$ cat src/rtl/pwm_seg_display.sv
// pwm_seg_display
// Sequential binary-to-seven-segment driver for the PWM duty readout.
// A value accepted through the ready/load handshake is converted to BCD with
// shift-add-3 (one input bit per clock), then committed as DIGITS active-low
// segment patterns with leading-zero blanking, overflow dashes and an
// optional blink that blanks the whole display on alternate half-periods.
//
// Ports:
//   clk      : system clock, all logic on the rising edge
//   rst_n    : synchronous active-low reset
//   value    : unsigned binary value to display (sampled only on acceptance)
//   load     : request strobe, accepted only on an edge where ready=1
//   blink_en : 1 = blank display during the blink "off" phase
//   ready    : 1 = idle, next load accepted
//   done     : one-cycle pulse after the edge new digits are committed
//   ovf      : 1 = last committed value exceeded 10^DIGITS-1
//   seg      : active-low segments, digit i at [7i+6:7i], digit 0 = units,
//              per-digit bit order {g,f,e,d,c,b,a}
module pwm_seg_display #(
    parameter int DIGITS    = 3,
    parameter int IN_W      = 7,
    parameter int BLINK_DIV = 25_000_000
) (
    input  logic                  clk,
    input  logic                  rst_n,
    input  logic [IN_W-1:0]       value,
    input  logic                  load,
    input  logic                  blink_en,
    output logic                  ready,
    output logic                  done,
    output logic                  ovf,
    output logic [7*DIGITS-1:0]   seg
);

    localparam int BW    = 4 * DIGITS;
    localparam int SW    = 7 * DIGITS;
    localparam int CNT_W = $clog2(IN_W + 1);
    localparam int BL_W  = $clog2(BLINK_DIV);
    localparam logic [63:0]   MAX_VAL  = 64'(10 ** DIGITS - 1);
    localparam logic [6:0]    SEG_BLANK = 7'b1111111;
    localparam logic [6:0]    SEG_DASH  = 7'b0111111;
    // Digit 0 shows "0", every higher digit blank.
    localparam logic [SW-1:0] DISP_RST = ~(SW'(7'b0111111));

    typedef enum logic [1:0] {
        ST_IDLE    = 2'd0,
        ST_CONVERT = 2'd1,
        ST_COMMIT  = 2'd2
    } state_t;

    state_t           state_r;
    state_t           state_next_s;
    logic [IN_W-1:0]  shift_r;
    logic [BW-1:0]    bcd_r;
    logic [BW-1:0]    bcd_adj_s;
    logic [CNT_W-1:0] cnt_r;
    logic             ovf_pend_r;
    logic [SW-1:0]    disp_r;
    logic [SW-1:0]    disp_enc_s;
    logic             ovf_r;
    logic             done_r;
    logic             ready_r;
    logic [BL_W-1:0]  blink_cnt_r;
    logic             phase_r;

    function automatic logic [6:0] seg7_enc(input logic [3:0] d);
        logic [6:0] s;
        case (d)
            4'd0:    s = 7'b1000000;
            4'd1:    s = 7'b1111001;
            4'd2:    s = 7'b0100100;
            4'd3:    s = 7'b0110000;
            4'd4:    s = 7'b0011001;
            4'd5:    s = 7'b0010010;
            4'd6:    s = 7'b0000010;
            4'd7:    s = 7'b1111000;
            4'd8:    s = 7'b0000000;
            4'd9:    s = 7'b0010000;
            default: s = SEG_BLANK;
        endcase
        return s;
    endfunction

    // Add 3 to every nibble that is 5 or more, ahead of the left shift.
    function automatic logic [BW-1:0] bcd_add3(input logic [BW-1:0] b);
        logic [BW-1:0] r;
        r = b;
        for (int i = 0; i < DIGITS; i++) begin
            if (b[4*i +: 4] >= 4'd5) begin
                r[4*i +: 4] = b[4*i +: 4] + 4'd3;
            end else begin
                r[4*i +: 4] = b[4*i +: 4];
            end
        end
        return r;
    endfunction

    // Scan from the most significant digit; zeros stay blank until the first
    // non-zero digit, digit 0 is always shown. Overflow overrides everything.
    function automatic logic [SW-1:0] encode_disp(input logic [BW-1:0] b,
                                                  input logic over);
        logic [SW-1:0] r;
        logic          lead;
        r    = {SW{1'b1}};
        lead = 1'b1;
        for (int i = DIGITS - 1; i >= 0; i--) begin
            if (over) begin
                r[7*i +: 7] = SEG_DASH;
            end else if ((i > 0) && lead && (b[4*i +: 4] == 4'd0)) begin
                r[7*i +: 7] = SEG_BLANK;
            end else begin
                r[7*i +: 7] = seg7_enc(b[4*i +: 4]);
                lead        = 1'b0;
            end
        end
        return r;
    endfunction

    // Combinational helpers for the conversion step and the commit pattern.
    always_comb begin
        bcd_adj_s  = bcd_add3(bcd_r);
        disp_enc_s = encode_disp(bcd_r, ovf_pend_r);
    end

    // FSM state register.
    always_ff @(posedge clk) begin
        if (!rst_n) begin
            state_r <= ST_IDLE;
        end else begin
            state_r <= state_next_s;
        end
    end

    // FSM next-state logic.
    always_comb begin
        state_next_s = state_r;
        case (state_r)
            ST_IDLE: begin
                if (load) begin
                    state_next_s = ST_CONVERT;
                end else begin
                    state_next_s = ST_IDLE;
                end
            end
            ST_CONVERT: begin
                // cnt_r counts remaining shifts; the last one happens now.
                if (cnt_r == CNT_W'(1)) begin
                    state_next_s = ST_COMMIT;
                end else begin
                    state_next_s = ST_CONVERT;
                end
            end
            ST_COMMIT: state_next_s = ST_IDLE;
            default:   state_next_s = ST_IDLE;
        endcase
    end

    // Conversion datapath, committed display and handshake outputs.
    always_ff @(posedge clk) begin
        if (!rst_n) begin
            shift_r    <= '0;
            bcd_r      <= '0;
            cnt_r      <= '0;
            ovf_pend_r <= 1'b0;
            disp_r     <= DISP_RST;
            ovf_r      <= 1'b0;
            done_r     <= 1'b0;
            ready_r    <= 1'b1;
        end else begin
            done_r  <= (state_r == ST_COMMIT);
            ready_r <= (state_next_s == ST_IDLE);
            case (state_r)
                ST_IDLE: begin
                    if (load) begin
                        shift_r    <= value;
                        bcd_r      <= '0;
                        cnt_r      <= CNT_W'(IN_W);
                        ovf_pend_r <= (64'(value) > MAX_VAL);
                    end
                end
                ST_CONVERT: begin
                    {bcd_r, shift_r} <= {bcd_adj_s, shift_r} << 1'b1;
                    cnt_r            <= cnt_r - CNT_W'(1);
                end
                ST_COMMIT: begin
                    disp_r <= disp_enc_s;
                    ovf_r  <= ovf_pend_r;
                end
                default: begin
                    disp_r <= DISP_RST;
                end
            endcase
        end
    end

    // Free-running blink divider; phase flips each BLINK_DIV cycles.
    always_ff @(posedge clk) begin
        if (!rst_n) begin
            blink_cnt_r <= '0;
            phase_r     <= 1'b0;
        end else if (blink_cnt_r == BL_W'(BLINK_DIV - 1)) begin
            blink_cnt_r <= '0;
            phase_r     <= ~phase_r;
        end else begin
            blink_cnt_r <= blink_cnt_r + BL_W'(1);
        end
    end

    // Blink masks the output only; the committed pattern is left untouched.
    always_comb begin
        seg = disp_r;
        if (blink_en && phase_r) begin
            seg = {SW{1'b1}};
        end else begin
            seg = disp_r;
        end
    end

    assign ready = ready_r;
    assign done  = done_r;
    assign ovf   = ovf_r;

endmodule

$ cat config.mk
export PLATFORM = sky130hd
export DESIGN_NAME = pwm_seg_display
export DESIGN_NICKNAME = d
export VERILOG_FILES = /design/src/rtl/pwm_seg_display.sv
export SDC_FILE = /design/constraint.sdc
export NUM_CORES = 1
export LEC_CHECK = 0
export CAP_MARGIN = 40
export CORE_ASPECT_RATIO = 0.8
export CORE_MARGIN = 2
export CORE_UTILIZATION = 45
export CTS_CLUSTER_DIAMETER = 120
export DETAILED_ROUTE_END_ITERATION = 6
export GPL_TIMING_DRIVEN = 0
export MAX_ROUTING_LAYER = met4
export PLACE_DENSITY = 0.6
export SLEW_MARGIN = 25
export SYNTH_ARGS = -nofsm -noshare
export SYNTH_HDL_FRONTEND = slang
export SYNTH_SLANG_ARGS = --single-unit
$ cat constraint.sdc
create_clock -name clk -period 3.4 [get_ports clk]
set_input_delay 0.34 -clock clk [delete_from_list [all_inputs] [get_ports clk]]
set_output_delay 0.34 -clock clk [all_outputs]
set_load 0.02 [all_outputs]
==> results.yml <==
outcome:
  status: "finished clean"
clock_tree:
  root_buffer: "clkbuf_16"
  clk_pin_slew_ns: 0.06
  clockBufferDepth: 2
  tritoncts: "done"
  clkLatencyLatePin_ns: 0.34
  cts-hold-fix-buffers: 0
  cts_buffers: 9
  clkSinkCount: 94
  postCtsSetupBuffers: 0
  htreeDepth: 3
  cts_resized: 0
floorplan:
  dieWidth_microns: 117
  start_util: 0.457
  io_pins: 35
  core_area_sq_um: 10100
  die-area_sq_um: 11100
  row_count: 33
  die-height_microns: 94.6
pwr:
  power_frac_comb: 0.064
  switchingPower_mw: 0.540
  power_density_nw_per_um2: 423
  p_clk_frac: 0.439
  vdd_ir_drop_max_v: 0.000326
  pwr-share-seq: 0.496
  leakage_nw: 2.04
  power.internal_mw: 1.75
  switching_share: 0.235
synth:
  syn_area_per_cell_sq_um: 9.09
  synth_top_flop_cell: "dfxtp_1"
  ys_async_sr_fraction: 0
  yosysUniqueCellTypes: 72
  synth_seq_area_share: 0.407
  synth-edff-count: 0
  syn_area_sq_um: 4620
  syn-num-nets: 544
  ys_warn_count: 0
  synth_cells: 508
  synth_seq_cells: 94
route:
  drc: 0
  antenna_left: 0
  wire_per_inst_microns: 14.8
  routed_wl_microns: 10300
  vias: 3758
  via_per_inst: 5.39
  initialDrtViolationCount: 235
  firstDrtPassIters: 5
sta:
  finClkSkew_ns: 0.00913
  max_freq_ghz: 0.371
  slew_violations: 0
  worst_slew_pin_slew_ns: 0.652
  fin_crit_sh: 0.793
  final.setup.worst_slack_ns: 0.704
  finalCriticalPeriod_ns: 2.70
  setup_tns_ns: 0
  hold_violations: 0
  finalSetupViolCount: 0
  holdWs_ns: 0.429
  relSlewSlack: 0.565
  rsz0062_at_grt: "false"
worst_setup_path:
  cp-end-kind: "flop"
  crit_buf_inv: 2
  critical_path_class: "flop to flop"
  timing.rr.start: "bcd_r[1]"
  worst_ep_arrival_time_ns: 2.90
  path_cells: "inv_1 > ha_1 > nand2b_1 > a2111o_1 > a31oi_1 > inv_1 > ha_1 > and3_1 > a2111oi_1"
  rrSetupSlack_ns: 0.70
  critPathLaunchType: "flop"
  cp-startpoint: "bcd_r[1]"
  worst-path-max-fanout: 6
  reg2regPathDepth: 9
  cp.required_ns: 3.60
  slowest_stage: "a2111o_1"
  cp_top_family: "compound AO/OA/AOI/OAI gates"
  slowest_delay_ns: 0.48
  path_depth: 9
worst_hold_path:
  min_delay_path_depth: 2
  hold_path_class: "flop to flop"
  hp-start: "disp_enc_s[6]"
global_route:
  grt_pass1_wl_microns: 17600
  grt_max_degree: 17
  globalRouteOverflowTotal: 0
  antenna_found_initial: 0
  grt_pass1_vias: 3645
  grt_usage: 0.208
placement:
  place.gp.congestion: 0.871
  hpwl_microns: 7390
  port_buffers: 32
  place_area_sq_um: 5110
  place_worst_setup_slack_ns: 0.419
layout:
  drive_gt1_frac: 0.0880
  stdcell_area_sq_um: 5420
  antenna_cells: 0
  fin_nets: 588
  final_core_utilization: 0.536
  area_growth_pct: 17.4
flow_run:
  cap_violations: 0
==> cells in the mapped netlist (7+ instances only) <==
cell | number | area (sq um)
dfxtp_1 | 94 | 1880
nor2_1 | 66 | 248
inv_1 | 29 | 109
nand2b_1 | 29 | 181
ha_1 | 25 | 313
xnor2_1 | 19 | 166
nand2_1 | 18 | 67.6
a21oi_1 | 14 | 70.1
clkbuf_1 | 14 | 52.6
o22a_1 | 14 | 123
nand3_1 | 13 | 65.1
buf_2 | 12 | 60.1
a31oi_1 | 10 | 62.6
nand4_1 | 10 | 62.6
o21ai_0 | 9 | 45.0
nor3_1 | 8 | 40.0
a22o_1 | 7 | 61.3
xor2_1 | 7 | 61.3
==> logic make-up (layout without fill, tap and decap cells) <==
| logic type | count (synthesis) | after routing | synth area share |
|---|---|---|---|
| simple gates | 189 | 189 | 0.222 |
| compound gates | 112 | 112 | 0.196 |
| flops | 94 | 94 | 0.407 |
| buf+inv | 60 | 109 | 0.0545 |
| xor+xnor | 26 | 26 | 0.0493 |
| fa+ha+maj | 25 | 25 | 0.0677 |
| other cells | 1 | 1 | 0.000812 |
| mux | 1 | 1 | 0.00217 |
==> area by class of cell <==
class,instances,area (sq um)
sequential,94,1880
fill,961,4700
tap,140,175
clock inverter,6,70.1
multi-input combinational,354,2480
timing repair buffer,33,328
clock buffer,10,229
inverter,30,113
buffer,30,139
==> power groups by stage <==
stage                     Sequential, mW  Clock [mW]  Combinational (mW)
after floorplan                     1.16           0              0.0985
after global placement              1.16           0               0.145
after detailed placement            1.16           0               0.147
after CTS                           1.14        1.03               0.148
after global routing                1.14        1.08               0.166
final                               1.14        1.01               0.148
==> path summary, 6_finish.rpt <==
kind	to
worst min-delay path	disp_r[6]
worst min register to register	disp_r[6]
worst max register to register	disp_enc_s[5]
worst max-delay path	disp_enc_s[5]
==> layout by cell type, fill, tap and decap left out, drive strengths merged, types with 13 or more instances in the layout <==
master | netlist | routed
buf | 16 | 17
o22a | 14 | 14
a21oi | 14 | 14
inv | 30 | 31
nand2 | 18 | 18
nor2 | 66 | 66
dfxtp | 94 | 94
clkdlybuf4s50 | 0 | 32
xnor2 | 19 | 19
ha | 25 | 25
clkbuf | 14 | 24
nand3 | 13 | 13
nand2b | 30 | 30
==> worst register-to-register path, stage by stage (launching register included) <==
cell       delay, ns
dfxtp_1         0.40
inv_1           0.11
ha_1            0.18
nand2b_1        0.23
a2111o_1        0.49
a31oi_1         0.30
inv_1           0.14
ha_1            0.25
and3_1          0.15
a2111oi_1       0.32
==> layer usage <==
layer / wire, microns / share of wire / GRT usage
met4: 155 / 0.015 / 0.0725
met2: 4380 / 0.43 / 0.302
met3: 339 / 0.033 / 0.0430
met1: 5410 / 0.53 / 0.286
met5: 0 / 0 / -
==> per-stage QoR <==
stage               power (mW)  std cells
global placement          1.31        680
detailed placement        1.31        680
global route              2.39        697
finish                    2.29        697
floorplan                 1.26        508
CTS                       2.32        696
Power figures use the tool's default switching activity.
